$ cat src/rtl/pong_pkg.sv
// Shared state encodings, default geometry and derived screen constants for the pong engine.
package pong_pkg;

  typedef enum logic [1:0] {
    ST_SERVE     = 2'd0,
    ST_PLAY      = 2'd1,
    ST_POINT     = 2'd2,
    ST_GAME_OVER = 2'd3
  } state_t;

  localparam int SCREEN_W_DEF     = 640;
  localparam int SCREEN_H_DEF     = 480;
  localparam int PADDLE_W_DEF     = 8;
  localparam int PADDLE_H_DEF     = 50;
  localparam int BALL_SIZE_DEF    = 8;
  localparam int P1_X_DEF         = 40;
  localparam int P2_X_DEF         = 600;
  localparam int PADDLE_SPEED_DEF = 4;
  localparam int BALL_SPEED_DEF   = 2;
  localparam int SCORE_W_DEF      = 4;
  localparam int WIN_SCORE_DEF    = 9;
  localparam int PAUSE_FRAMES_DEF = 60;

  // Top-left coordinate that centres an object of 'size' within 'full'.
  function automatic int centre(input int full, input int size);
    return (full - size) / 2;
  endfunction

  localparam int BALL_CX_DEF     = centre(SCREEN_W_DEF, BALL_SIZE_DEF);
  localparam int BALL_CY_DEF     = centre(SCREEN_H_DEF, BALL_SIZE_DEF);
  localparam int PADDLE_CY_DEF   = centre(SCREEN_H_DEF, PADDLE_H_DEF);
  localparam int PADDLE_YMAX_DEF = SCREEN_H_DEF - PADDLE_H_DEF;
  localparam int BALL_XMAX_DEF   = SCREEN_W_DEF - BALL_SIZE_DEF;
  localparam int BALL_YMAX_DEF   = SCREEN_H_DEF - BALL_SIZE_DEF;

endpackage

$ cat src/rtl/pong_paddle_ctrl.sv
// One paddle: per-frame up/down motion with clamping to the playfield and a re-centre request.
module paddle_ctrl #(
  parameter int Y_MAX  = 430,
  parameter int Y_INIT = 215,
  parameter int SPEED  = 4
) (
  input  logic       clk,
  input  logic       rst,
  input  logic       tick,
  input  logic       en,
  input  logic       up,
  input  logic       dn,
  input  logic       recentre,
  output logic [9:0] y
);

  localparam logic [9:0] YMAX_V  = 10'(Y_MAX);
  localparam logic [9:0] YINIT_V = 10'(Y_INIT);
  localparam logic [9:0] SPEED_V = 10'(SPEED);

  // Paddle position: re-centre wins, then exclusive up/down with saturation at both edges.
  always_ff @(posedge clk) begin
    if (rst) begin
      y <= YINIT_V;
    end else if (tick) begin
      if (recentre) begin
        y <= YINIT_V;
      end else if (en && up && !dn) begin
        y <= (y < SPEED_V) ? '0 : y - SPEED_V;
      end else if (en && dn && !up) begin
        y <= (y > YMAX_V - SPEED_V) ? YMAX_V : y + SPEED_V;
      end
    end
  end

endmodule

$ cat src/rtl/pong_engine.sv
// Frame-rate pong game state: paddles, ball physics, scoring and the serve/point/game-over FSM.
module pong_engine
  import pong_pkg::*;
#(
  parameter int SCREEN_W     = SCREEN_W_DEF,
  parameter int SCREEN_H     = SCREEN_H_DEF,
  parameter int PADDLE_W     = PADDLE_W_DEF,
  parameter int PADDLE_H     = PADDLE_H_DEF,
  parameter int BALL_SIZE    = BALL_SIZE_DEF,
  parameter int P1_X         = P1_X_DEF,
  parameter int P2_X         = P2_X_DEF,
  parameter int PADDLE_SPEED = PADDLE_SPEED_DEF,
  parameter int BALL_SPEED   = BALL_SPEED_DEF,
  parameter int SCORE_W      = SCORE_W_DEF,
  parameter int WIN_SCORE    = WIN_SCORE_DEF,
  parameter int PAUSE_FRAMES = PAUSE_FRAMES_DEF
) (
  input  logic               clk,
  input  logic               rst,
  input  logic               frame_tick,
  input  logic               p1_up,
  input  logic               p1_dn,
  input  logic               p1_srv,
  input  logic               p2_up,
  input  logic               p2_dn,
  input  logic               p2_srv,
  output logic [9:0]         p1_y,
  output logic [9:0]         p2_y,
  output logic [9:0]         ball_x,
  output logic [9:0]         ball_y,
  output logic [SCORE_W-1:0] p1_score,
  output logic [SCORE_W-1:0] p2_score,
  output logic [1:0]         state,
  output logic               winner
);

  localparam int PW = (PAUSE_FRAMES > 1) ? $clog2(PAUSE_FRAMES) : 1;

  localparam logic [9:0]          BALL_CX   = 10'(centre(SCREEN_W, BALL_SIZE));
  localparam logic [9:0]          BALL_CY   = 10'(centre(SCREEN_H, BALL_SIZE));
  localparam logic signed [10:0]  BSPEED_S  = 11'(BALL_SPEED);
  localparam logic signed [10:0]  XMAX_S    = 11'(SCREEN_W - BALL_SIZE);
  localparam logic signed [10:0]  YMAX_S    = 11'(SCREEN_H - BALL_SIZE);
  localparam logic signed [10:0]  P1_HIT_S  = 11'(P1_X + PADDLE_W);
  localparam logic signed [10:0]  P2_HIT_S  = 11'(P2_X - BALL_SIZE);
  localparam logic [10:0]         BSIZE_U   = 11'(BALL_SIZE);
  localparam logic [10:0]         PH_U      = 11'(PADDLE_H);
  localparam logic [SCORE_W-1:0]  WIN_V     = SCORE_W'(WIN_SCORE);
  localparam logic [SCORE_W-1:0]  SCORE_MAX = '1;
  localparam logic [PW-1:0]       PAUSE_END = PW'(PAUSE_FRAMES - 1);

  state_t             st, st_n;
  logic [9:0]         ball_x_n, ball_y_n;
  logic [SCORE_W-1:0] p1_score_n, p2_score_n;
  logic               winner_n;
  logic               dx, dx_n;      // 1 = moving +x (right)
  logic               dy, dy_n;      // 1 = moving +y (down)
  logic               server, server_n;  // 0 = P1 serves
  logic [PW-1:0]      pause_cnt, pause_cnt_n;
  logic               recentre;
  logic               paddle_en;
  logic signed [10:0] bx_s, by_s, nx, ny;
  logic               ov1, ov2;

  assign state     = st;
  assign paddle_en = (st != ST_GAME_OVER);

  paddle_ctrl #(
    .Y_MAX (SCREEN_H - PADDLE_H),
    .Y_INIT(centre(SCREEN_H, PADDLE_H)),
    .SPEED (PADDLE_SPEED)
  ) u_paddle1 (
    .clk     (clk),
    .rst     (rst),
    .tick    (frame_tick),
    .en      (paddle_en),
    .up      (p1_up),
    .dn      (p1_dn),
    .recentre(recentre),
    .y       (p1_y)
  );

  paddle_ctrl #(
    .Y_MAX (SCREEN_H - PADDLE_H),
    .Y_INIT(centre(SCREEN_H, PADDLE_H)),
    .SPEED (PADDLE_SPEED)
  ) u_paddle2 (
    .clk     (clk),
    .rst     (rst),
    .tick    (frame_tick),
    .en      (paddle_en),
    .up      (p2_up),
    .dn      (p2_dn),
    .recentre(recentre),
    .y       (p2_y)
  );

  // Next game state: ball step, bounces, scoring and FSM transitions for one frame.
  always_comb begin
    st_n        = st;
    ball_x_n    = ball_x;
    ball_y_n    = ball_y;
    p1_score_n  = p1_score;
    p2_score_n  = p2_score;
    winner_n    = winner;
    dx_n        = dx;
    dy_n        = dy;
    server_n    = server;
    pause_cnt_n = pause_cnt;
    recentre    = 1'b0;

    bx_s = signed'({1'b0, ball_x});
    by_s = signed'({1'b0, ball_y});
    nx   = dx ? bx_s + BSPEED_S : bx_s - BSPEED_S;
    ny   = dy ? by_s + BSPEED_S : by_s - BSPEED_S;
    // Vertical overlap of the ball with each paddle, using pre-tick paddle positions.
    ov1  = ({1'b0, ball_y} + BSIZE_U > {1'b0, p1_y}) && ({1'b0, ball_y} < {1'b0, p1_y} + PH_U);
    ov2  = ({1'b0, ball_y} + BSIZE_U > {1'b0, p2_y}) && ({1'b0, ball_y} < {1'b0, p2_y} + PH_U);

    if (frame_tick) begin
      case (st)
        ST_SERVE: begin
          if (server ? p2_srv : p1_srv) begin
            st_n = ST_PLAY;
            dx_n = ~server;
            dy_n = 1'b1;
          end
        end
        ST_PLAY: begin
          if (ny <= 11'sd0) begin
            ball_y_n = '0;
            dy_n     = 1'b1;
          end else if (ny >= YMAX_S) begin
            ball_y_n = YMAX_S[9:0];
            dy_n     = 1'b0;
          end else begin
            ball_y_n = ny[9:0];
          end

          if (!dx) begin
            if (nx <= P1_HIT_S && bx_s >= P1_HIT_S && ov1) begin
              ball_x_n = P1_HIT_S[9:0];
              dx_n     = 1'b1;
            end else if (nx < 11'sd0) begin
              // Missed on the left: ball freezes where it was.
              ball_x_n   = ball_x;
              ball_y_n   = ball_y;
              dy_n       = dy;
              p2_score_n = (p2_score == SCORE_MAX) ? p2_score : p2_score + 1'b1;
              server_n   = 1'b0;
              st_n       = ST_POINT;
            end else begin
              ball_x_n = nx[9:0];
            end
          end else begin
            if (nx >= P2_HIT_S && bx_s <= P2_HIT_S && ov2) begin
              ball_x_n = P2_HIT_S[9:0];
              dx_n     = 1'b0;
            end else if (nx > XMAX_S) begin
              // Missed on the right: ball freezes where it was.
              ball_x_n   = ball_x;
              ball_y_n   = ball_y;
              dy_n       = dy;
              p1_score_n = (p1_score == SCORE_MAX) ? p1_score : p1_score + 1'b1;
              server_n   = 1'b1;
              st_n       = ST_POINT;
            end else begin
              ball_x_n = nx[9:0];
            end
          end
        end
        ST_POINT: begin
          if (pause_cnt == PAUSE_END) begin
            pause_cnt_n = '0;
            ball_x_n    = BALL_CX;
            ball_y_n    = BALL_CY;
            if (p1_score == WIN_V || p2_score == WIN_V) begin
              st_n     = ST_GAME_OVER;
              winner_n = (p2_score == WIN_V);
            end else begin
              st_n = ST_SERVE;
            end
          end else begin
            pause_cnt_n = pause_cnt + 1'b1;
          end
        end
        ST_GAME_OVER: begin
          if (p1_srv || p2_srv) begin
            p1_score_n = '0;
            p2_score_n = '0;
            recentre   = 1'b1;
            server_n   = ~winner;
            st_n       = ST_SERVE;
          end
        end
        default: st_n = ST_SERVE;
      endcase
    end
  end

  // Game state register; reset restores the serve position regardless of frame_tick.
  always_ff @(posedge clk) begin
    if (rst) begin
      st        <= ST_SERVE;
      ball_x    <= BALL_CX;
      ball_y    <= BALL_CY;
      p1_score  <= '0;
      p2_score  <= '0;
      winner    <= 1'b0;
      dx        <= 1'b1;
      dy        <= 1'b1;
      server    <= 1'b0;
      pause_cnt <= '0;
    end else begin
      st        <= st_n;
      ball_x    <= ball_x_n;
      ball_y    <= ball_y_n;
      p1_score  <= p1_score_n;
      p2_score  <= p2_score_n;
      winner    <= winner_n;
      dx        <= dx_n;
      dy        <= dy_n;
      server    <= server_n;
      pause_cnt <= pause_cnt_n;
    end
  end

endmodule

$ cat config.mk
export PLATFORM = sky130hd
export DESIGN_NAME = pong_engine
export DESIGN_NICKNAME = d
export VERILOG_FILES = /design/src/rtl/pong_pkg.sv /design/src/rtl/pong_paddle_ctrl.sv /design/src/rtl/pong_engine.sv
export SDC_FILE = /design/constraint.sdc
export NUM_CORES = 1
export LEC_CHECK = 0
export CORE_MARGIN = 10
export CORE_UTILIZATION = 63
export DETAILED_ROUTE_END_ITERATION = 8
export GPL_TIMING_DRIVEN = 0
export PLACE_DENSITY = 0.87
export SLEW_MARGIN = 20
export SYNTH_ARGS = -nofsm -noshare
export SYNTH_HDL_FRONTEND = slang
export SYNTH_SLANG_ARGS = --single-unit
$ cat constraint.sdc
create_clock -name clk -period 5.52 [get_ports clk]
set_input_delay 1.104 -clock clk [delete_from_list [all_inputs] [get_ports clk]]
set_output_delay 1.104 -clock clk [all_outputs]
set_load 0.05 [all_outputs]
* Word level (Yosys, flattened, before mapping)
Index checks and enable logic that the tools add are counted.
** Storage, ports and cells
- Output and inout port bits :: 51
- Logic and storage cells :: 182
- Bits of input ports :: 9
- Register bits after elaboration :: 60
** Operators by class
- Add/sub/neg operators :: 14
- Reduce and logical (&&, ||, !) cells :: 37
- Muxes and demuxes :: 75
- Order comparisons :: 16
- Bitwise gates (word level) :: 2
- Equal/unequal tests :: 26
** Operators with widths (count)
- 10-bit two-way mux :: 24
- 10-bit case mux with 2 select lines :: 2
- 4-bit two-way mux :: 9
- 2-bit != test, second input constant :: 12
- 10-bit by 2-bit adder with 11-bit output, second input constant :: 2
- 10-bit by 6-bit adder with 11-bit output, second input constant :: 2
- 11-bit by 10-bit > comparator with 1-bit output :: 2
- 10-bit by 11-bit less-than comparator with 1-bit output :: 2
- 1-bit two-way mux :: 22
- 11-bit two-way mux :: 2
- 10-bit by 2-bit subtractor with 11-bit output, second input constant :: 2
- 7-bit AND reduction :: 3
- 10-bit by 3-bit adder with 10-bit output, second input constant :: 2
- 10-bit by 9-bit > comparator with 1-bit output, second input constant :: 2
- 10-bit by 3-bit less-than comparator with 1-bit output, second input constant :: 2
- 10-bit by 3-bit subtractor with 10-bit output, second input constant :: 2
- 2-bit two-way mux :: 9
- 4-bit == test, second input constant :: 4
- 4-bit case mux with 2 select lines :: 2
- 1-bit logical AND :: 14
- 3-bit != test, second input constant :: 4
- 10-bit by 4-bit adder with 11-bit output, second input constant :: 1
- 11-bit by 10-bit >= comparator with 1-bit output, second input constant :: 1
- 11-bit >= comparator, second input constant :: 1
- other kinds (26) :: 42

* Depth between registers and ports, before layout
Gate-level depths: netlist (run 1).
- Depth in word-level cells :: 9
- Gate-level depth with buffers :: 15
- Mapped depth without buffers :: 14

* By module
Synthesis (run 1) repeated with hierarchy kept, for this count alone.
** Second synthesis, totals
- Cell total of the unflattened synthesis :: 779
- Area, all modules :: 6094.6 µm²
** By module, submodules not included
- pong_engine :: cells an instance 547, area an instance 4205.3 µm², times used 1, sequential area each 760.7 µm²
- paddle_ctrl :: cells an instance 116, area an instance 944.7 µm², times used 2, sequential area each 200.2 µm²

* Worst setup path before layout (run 1)
Ideal clock, no wire load.
- Kind :: register -> register
- Start point :: reg ball_x[2]
- End point :: reg ball_x[4]
- Buffers on the path :: 0
- Stages on the path, launching flop included :: 14
- Slack :: 1.920 ns
- Required time :: 5.399 ns
- Setup time :: 0.121 ns
- Arrival :: 3.480 ns
- Period minus slack after synthesis :: 3.600 ns
- Cell sequence :: dfxtp_1 -> ha_1 -> a211oi_2 -> o21ai_0 -> o211a_1 -> o21ai_0 -> nand2b_1 -> ha_1 -> nor2b_1 -> mux2i_1 -> a31o_2 -> o31a_1 -> o21ai_4 -> mux2_2
** On the way
- Longest elaborated chain between the ends :: 8
- Elaborated cells on any way between the ends :: 22
- Those cells by class :: 2 x add/sub; 6 x order compare; 2 x eq/ne; 7 x mux; 5 x reduce/logical
** Ends and longest elaborated chain
- start: declaration :: RTL line pong_engine.sv:29 : output logic [9:0] ball_x,
- start signal: assignment :: RTL line pong_engine.sv:216 : ball_x <= ball_x_n;
- 10-bit by 2-bit subtractor with 11-bit output / 10-bit by 2-bit adder with 11-bit output (equally long branches) :: RTL line pong_engine.sv:114 : nx = dx ? bx_s + BSPEED_S : bx_s - BSPEED_S;
- 11-bit two-way mux :: RTL line pong_engine.sv:114
- 11-bit by 7-bit <= comparator with 1-bit output / 11-bit >= comparator (equally long branches) :: RTL line pong_engine.sv:141, pong_engine.sv:156
- 1-bit logical AND (on tied branches) (2 in series) :: RTL line pong_engine.sv:141, pong_engine.sv:156
- 10-bit two-way mux (on tied branches) :: RTL line pong_engine.sv:141, pong_engine.sv:156
- 10-bit two-way mux :: RTL line pong_engine.sv:140 : if (!dx) begin
- 10-bit case mux with 2 select lines :: RTL line pong_engine.sv:121 : case (st)
Parallel ways exist; a longest one is shown, timed or not. The select of a mux whose other input is x is not followed.
A chain may end at the register's enable or synchronous reset.

* Final worst setup path (run 1)
- Start point :: reg dx
- End point :: reg ball_x[1]
** On the way
- Longest elaborated chain between the ends :: 7
- Elaborated cells on any way between the ends :: 18
- Those cells by class :: 4 x order compare; 2 x eq/ne; 7 x mux; 5 x reduce/logical
** Ends and longest elaborated chain
- start: declaration :: RTL line pong_engine.sv:56 : logic dx, dx_n;
- start signal: assignment :: RTL line pong_engine.sv:221 : dx <= dx_n;
- 11-bit two-way mux :: RTL line pong_engine.sv:114
- 11-bit by 7-bit <= comparator with 1-bit output / 11-bit >= comparator (equally long branches) :: RTL line pong_engine.sv:141, pong_engine.sv:156
- 1-bit logical AND (on tied branches) (2 in series) :: RTL line pong_engine.sv:141, pong_engine.sv:156
- 10-bit two-way mux (on tied branches) :: RTL line pong_engine.sv:141, pong_engine.sv:156
- 10-bit two-way mux :: RTL line pong_engine.sv:140
- 10-bit case mux with 2 select lines :: RTL line pong_engine.sv:121
Parallel ways exist; a longest one is shown, timed or not. The select of a mux whose other input is x is not followed.

==> results of run 1 <==
## worst min-delay path by stage
stage | start | end | slack, ns | cells after the start
3_3_place_gp | dy | dy | 0.45 | 1
3_5_place_dp | dy | dy | 0.46 | 1
4_1_cts | dy | dy | 0.48 | 1
6_report | dy | dy | 0.49 | 1
2_1_floorplan | dy | dy | 0.44 | 1
5_1_grt | dy | dy | 0.51 | 1
## cells in the mapped netlist, types with 4 or more instances
cell type | count | share of area
o21a_1 | 7 | 0.0093
nand3_1 | 28 | 0.025
o2111ai_1 | 7 | 0.011
o211ai_1 | 5 | 0.0066
nand4_1 | 10 | 0.011
and3_1 | 7 | 0.0077
nand2_1 | 62 | 0.041
ha_1 | 68 | 0.15
nor2_1 | 66 | 0.044
o221ai_1 | 4 | 0.0062
a31oi_1 | 13 | 0.014
o21ai_0 | 43 | 0.038
nor3_1 | 24 | 0.021
a311oi_1 | 4 | 0.0062
a31o_2 | 4 | 0.0062
mux2i_1 | 20 | 0.035
dfxtp_1 | 58 | 0.21
inv_1 | 37 | 0.025
nand4b_1 | 5 | 0.0077
a211oi_1 | 12 | 0.016
or3_1 | 8 | 0.0088
nor2b_1 | 10 | 0.011
xnor2_1 | 32 | 0.050
or2_2 | 9 | 0.010
a21o_1 | 11 | 0.015
a21oi_1 | 48 | 0.042
a211o_1 | 4 | 0.0062
nand2b_1 | 21 | 0.023
clkbuf_1 | 18 | 0.012
nor4_1 | 4 | 0.0044
o21bai_1 | 5 | 0.0066
nor4b_1 | 4 | 0.0062
xor2_1 | 10 | 0.015
## cell usage in the layout (no fill, tap or decap), types with 5 or more instances in the layout
cell             instances
a211oi_1                12
a21o_1                  11
a21oi_1                 48
a31oi_1                 13
and3_1                   7
clkbuf_1                18
clkbuf_8                 9
clkdlybuf4s50_1         57
dfxtp_1                 58
ha_1                    68
inv_1                   37
mux2i_1                 20
nand2_1                 62
nand2b_1                21
nand3_1                 28
nand4_1                 10
nand4b_1                 5
nor2_1                  66
nor2b_1                 10
nor3_1                  24
o2111ai_1                7
o211ai_1                 5
o21a_1                   7
o21ai_0                 43
o21bai_1                 5
or2_2                    9
or3_1                    8
xnor2_1                 32
xor2_1                  10
## where the power goes
group / internal [mW] / switching, mW / total [mW]
clock network: 0.257 / 0.205 / 0.462
registers: 0.444 / 0.0534 / 0.497
logic: 0.387 / 0.596 / 0.983
## routing by layer
layer,global-route usage,vias up
li1,-,2838
met1,0.2996,2840
met5,0,-
met2,0.4266,360
met4,0.1345,0
met3,0.07604,84
## logic make-up (layout without fill, tap and decap cells)
family                   Yosys count  count (layout)  synth area share
AO/OA/AOI/OAI                    202             202            0.2387
buffers and inverters             60             133           0.04335
adder cells (fa/ha/maj)           70              70            0.1575
XOR/XNOR                          42              42           0.06503
AND/OR/NAND/NOR                  276             276            0.2482
multiplexers                      23              23           0.04136
flip-flops                        58              58            0.2053
other                              1               2         0.0006629
## worst max-delay path: stages (launching register included)
cell and delay [ns]:
dfxtp_1 0.56, inv_1 0.31, ha_1 0.39, a211oi_2 0.37, o21ai_0 0.15, o211a_1 0.17
o21ai_0 0.16, nand2b_1 0.08, ha_1 0.34, nor2b_1 0.14, mux2i_1 0.11, a31o_2 0.24
o31a_1 0.33, o21ai_4 0.37, buf_8 0.22, mux2i_1 0.20
## state kept, by name (all words and copies together), names as in the netlist
register	count
p1_score	4
pause_cnt	6
u_paddle2.y	10
p2_score	4
winner	1
dx	1
ball_x	9
state	2
dy	1
ball_y	9
u_paddle1.y	10
server	1
## final cells by class
cell class              instances  area (um2)  share of cell area
plain buffers                  22       102.6             0.01557
multi-input cells             615        4254              0.6454
repair buffers                 57       570.5             0.08656
flip-flops and latches         58        1161              0.1762
clock inverters                 7       101.3             0.01538
inverters                      38       142.6             0.02164
well taps                     108       135.1             0.02050
clock buffers                   9       123.9             0.01879
## through the flow
stage          area (um2)  setup WS, ns  hold slack (ns)
2_1_floorplan        5660         1.920           0.4354
3_3_place_gp         6366         1.501           0.4456
3_5_place_dp         6366         1.388           0.4640
4_1_cts              6591         1.357           0.4843
5_1_grt              6591         1.039           0.5080
6_report             6591         1.304           0.4914
==> flow_summary.toml, run 1 <==
[status]
status = "complete, no violations"

[sta]
finalSetupViolations = 0
skew_ns = 0.01338
relSlewSlack = 0.3789
timing.fmax_mhz = 237.2
post-route-period-util = 0.7639
setup_tns_ns = 0
hold_viol_final = 0
fin_crit_ns = 4.217
maxSlewViolCount = 0
worst_pin_slew_ns = 0.9282
rsz0062_at_grt = "false"

[global_route]
grt_max_degree = 13
grt_usage = 0.2593
antenna_found_initial = 0
grt_overflow = 0
grt_pass1_wl_um = 28320
grt_pass1_vias = 5834

[clock_network]
hold_buffers = 0
cts_setup_buffers = 0
h-tree-depth = 3
clk_pin_slew_worst_paths_ns = 0.08
ctsLongestPathBuffers = 2
clk_latency_ns = 0.35
cts_tree = "done"
clkSinkCount = 58
cts_buffers = 9
ctsRootBufferMaster = "clkbuf_8"
cts_resized = 0

[logic_synthesis]
synthCells = 732
ys_seq_elements = 58
synth_edf_count = 0
syn_area_um2 = 5657
avgSynthCellArea_um2 = 7.728
synth_warnings = 0
yosysSeqAreaShare = 0.2053
synthDistinctLibCells = 69
ys_async_sr_fraction = 0
ys.flop_type = "dfxtp_1"

[final_layout]
nets = 880
fillers = 658
drive_gt1_frac = 0.05459
area_growth_pct = 16.52
finalNonFillerCells = 914
post-route-util = 0.7558
n_antenna_cell = 0

[placement]
hpwlAfterDp_um = 13010
place_inst = 898
gp_congestion = 0.9294
io_buffers = 57

[floorplanning]
die_w_um = 114.8
rows = 34
die_y_um = 114.8
core_um2 = 8721
dieArea_um2 = 13170
pin_count = 60
initial_core_util = 0.6486

[route]
routed.top_layer = "met4"
wire_per_inst_um = 19.20
routed_wl_um = 17550
drc = 0
via_count = 6122
drtIter0Drc = 601
dr.pass1.iters = 6
met3_length_um = 1881
postRouteAntennaNets = 0
routed_via_density = 6.698
met2_length_um = 8041
drt-met1-wl_um = 6877

[critical_path]
r2r-start = "dx"
crit_start = "dx"
worst-r2r-cell-count = 15
critPathKind = "flop to flop"
path_max_fanout = 11
reg2reg_slack_ns = 1.30
endpoint_kind = "flop"
start_kind = "flop"
critPathRequiredTime_ns = 5.79
critPathArrivalTime_ns = 4.49
r2r_end = "ball_x[1]"
critPathCapture = "ball_x[1]"

[power]
p_per_area_nw_per_um2 = 294.8
ir_drop_mv = 0.2124
leakage_nw = 2.717
finalPower_mw = 1.943

[hold_path]
hp-class = "flop to flop"

[flow_run]
maxCapViolations = 0
No activity file was read; power rests on OpenSTA's default activity.
==> inputs of run 2 (changes only) <==
--- a/config.mk
+++ b/config.mk
@@ -6,10 +6,10 @@
 export NUM_CORES = 1
 export LEC_CHECK = 0
 export CORE_MARGIN = 10
-export CORE_UTILIZATION = 63
+export CORE_UTILIZATION = 58
 export DETAILED_ROUTE_END_ITERATION = 8
 export GPL_TIMING_DRIVEN = 0
-export PLACE_DENSITY = 0.87
+export PLACE_DENSITY = 0.81
 export SLEW_MARGIN = 20
 export SYNTH_ARGS = -nofsm -noshare
 export SYNTH_HDL_FRONTEND = slang
==> constraint.sdc (replaced) <==
create_clock -name clk -period 4.3 [get_ports clk]
set_input_delay 0.86 -clock clk [delete_from_list [all_inputs] [get_ports clk]]
set_output_delay 0.86 -clock clk [all_outputs]
set_load 0.05 [all_outputs]
==> flow_summary.toml, run 2 (same netlist as run 1, synthesis figures left out) <==
[critical_path]
endpoint_kind = "flop"
slowest_delay_ns = 0.46
cp_slowest_cell = "dfxtp_2"
path_cells = "clkinvlp_4, buf_4, ha_1, a211oi_2, o21ai_0, o211a_1, o21ai_0, nand2b_1, ha_1, nor2b_1, mux2i_1, a31o_2, o31a_1, o21ai_4, buf_8, mux2i_1"
crit_buf_inv = 3
critPathArrivalTime_ns = 4.29
start_kind = "flop"
path_max_fanout = 11
critPathRequiredTime_ns = 4.58
reg2reg_slack_ns = 0.28
worst-r2r-cell-count = 16
r2r_end = "ball_x[6]"
crit_family = "compound AO/OA/AOI/OAI gates"
r2r-start = "dx"
critPathKind = "flop to flop"

[sta]
rsz0062_at_grt = "false"
post-route-period-util = 0.9339
setup_tns_ns = 0
hold_viol_final = 0
maxSlewViolCount = 0
skew_ns = 0.009404
relSlewSlack = 0.4311
worst_pin_slew_ns = 0.8502
fin_crit_ns = 4.016
timing.fmax_mhz = 249.0
finalSetupViolations = 0

[placement]
io_buffers = 57
place_inst = 919
hpwlAfterDp_um = 12920
gp_congestion = 0.9505
dpl_cell_area_um2 = 6392

[route]
drc = 0
postRouteAntennaNets = 0
routed_via_density = 6.289
dr.pass1.iters = 5
wire_per_inst_um = 18.14
routed_wl_um = 17070
via_count = 5918
drtIter0Drc = 564

[global_route]
grt_usage = 0.2318
grt_pass1_vias = 5600
grt_pass1_wl_um = 27820
grt.met2_usage = 0.3814
met3_usage = 0.03760
grt_overflow = 0
grtUsageMet1 = 0.2928
grt_max_degree = 12
top_usage_layer = "met2"
antenna_found_initial = 0

[power]
finalPower_mw = 2.533
leakage_nw = 2.757
p_per_area_nw_per_um2 = 378.2
ir_drop_mv = 0.1948

[floorplanning]
die_w_um = 118.8
rows = 35
dieArea_um2 = 14100
core_um2 = 9371
die_y_um = 118.8
initial_core_util = 0.6036
pin_count = 60

[final_layout]
nets = 886
final_common_cell = "ha_1"
drive_gt1_frac = 0.06527
n_antenna_cell = 0
post-route-util = 0.7146
final_cell_mix = "68 x ha_1, 66 x nor2_1, 62 x nand2_1, 57 x dfxtp_1, 57 x clkdlybuf4s50_1"
largestRegisters = "u_paddle1.y (10), u_paddle2.y (10)"
fillers = 783
area_growth_pct = 18.38
fin_area_um2 = 6696
finalNonFillerCells = 941

[clock_network]
cts_tree = "done"
clkSinkCount = 58
clk_latency_ns = 0.35
h-tree-depth = 3
ctsLongestPathBuffers = 2
cts_buffers = 9
ctsRootBufferMaster = "clkbuf_8"
clk_pin_slew_worst_paths_ns = 0.08
hold_buffers = 0

[hold_path]
whs_path_depth = 1
worstHoldStart = "dy"
hp-class = "flop to flop"
hold-path-endpoint = "dy"

[flow_run]
maxCapViolations = 0

[status]
status = "complete, no violations"
==> run 2: how the worst max path moves through the flow <==
| stage | startpoint | to | slack, ns | cells past startpoint |
|---|---|---|---|---|
| 6_report | dx | ball_x[6] | 0.28 | 16 |
| 5_1_grt | dx | ball_x[6] | 0.08 | 16 |
| 4_1_cts | dx | ball_x[6] | 0.17 | 15 |
| 3_5_place_dp | dx | ball_x[6] | 0.19 | 15 |
| 3_3_place_gp | dx | ball_x[9] | 0.28 | 14 |
| 2_1_floorplan | ball_x[2] | ball_x[4] | 0.70 | 13 |
==> run 2: what timing repair did <==
| item | CTS | global route |
|---|---|---|
| setup endpoints to repair | 0 | 14 |
| buffers inserted | 0 | 6 |
| endpoints found under the hold margin | 0 | 0 |
| resized for setup | 0 | 4 |
==> run 2: routing by layer <==
layer / up-vias / part of all wire
li1: 2861 / -
met1: 2747 / 0.43
met2: 266 / 0.46
met3: 44 / 0.079
met4: 0 / 0.030
met5: - / 0
==> run 2: area by class of cell <==
class / count / area, um2 / area share
Inverter: 38 / 146.4 / 0.02186
Sequential cell: 58 / 1162 / 0.1736
Tap cell: 129 / 161.4 / 0.02410
Clock buffer: 13 / 178.9 / 0.02672
Clock inverter: 3 / 68.82 / 0.01028
Multi-Input combinational cell: 615 / 4260 / 0.6362
Timing Repair Buffer: 63 / 615.6 / 0.09193
Buffer: 22 / 102.6 / 0.01532
==> run 2: where the power goes <==
group          switching [mW]  leakage [nW]  internal [mW]
registers              0.0661         0.470          0.570
clock network           0.242         0.126          0.391
logic                   0.755          2.16          0.508
==> run 2: metrics by stage <==
stage,setup WS (ns),hold slack (ns)
after floorplan,0.6995,0.4354
after global placement,0.2814,0.4450
after detailed placement,0.1893,0.4527
after CTS,0.1666,0.4685
after global routing,0.08064,0.4983
final,0.2840,0.4680
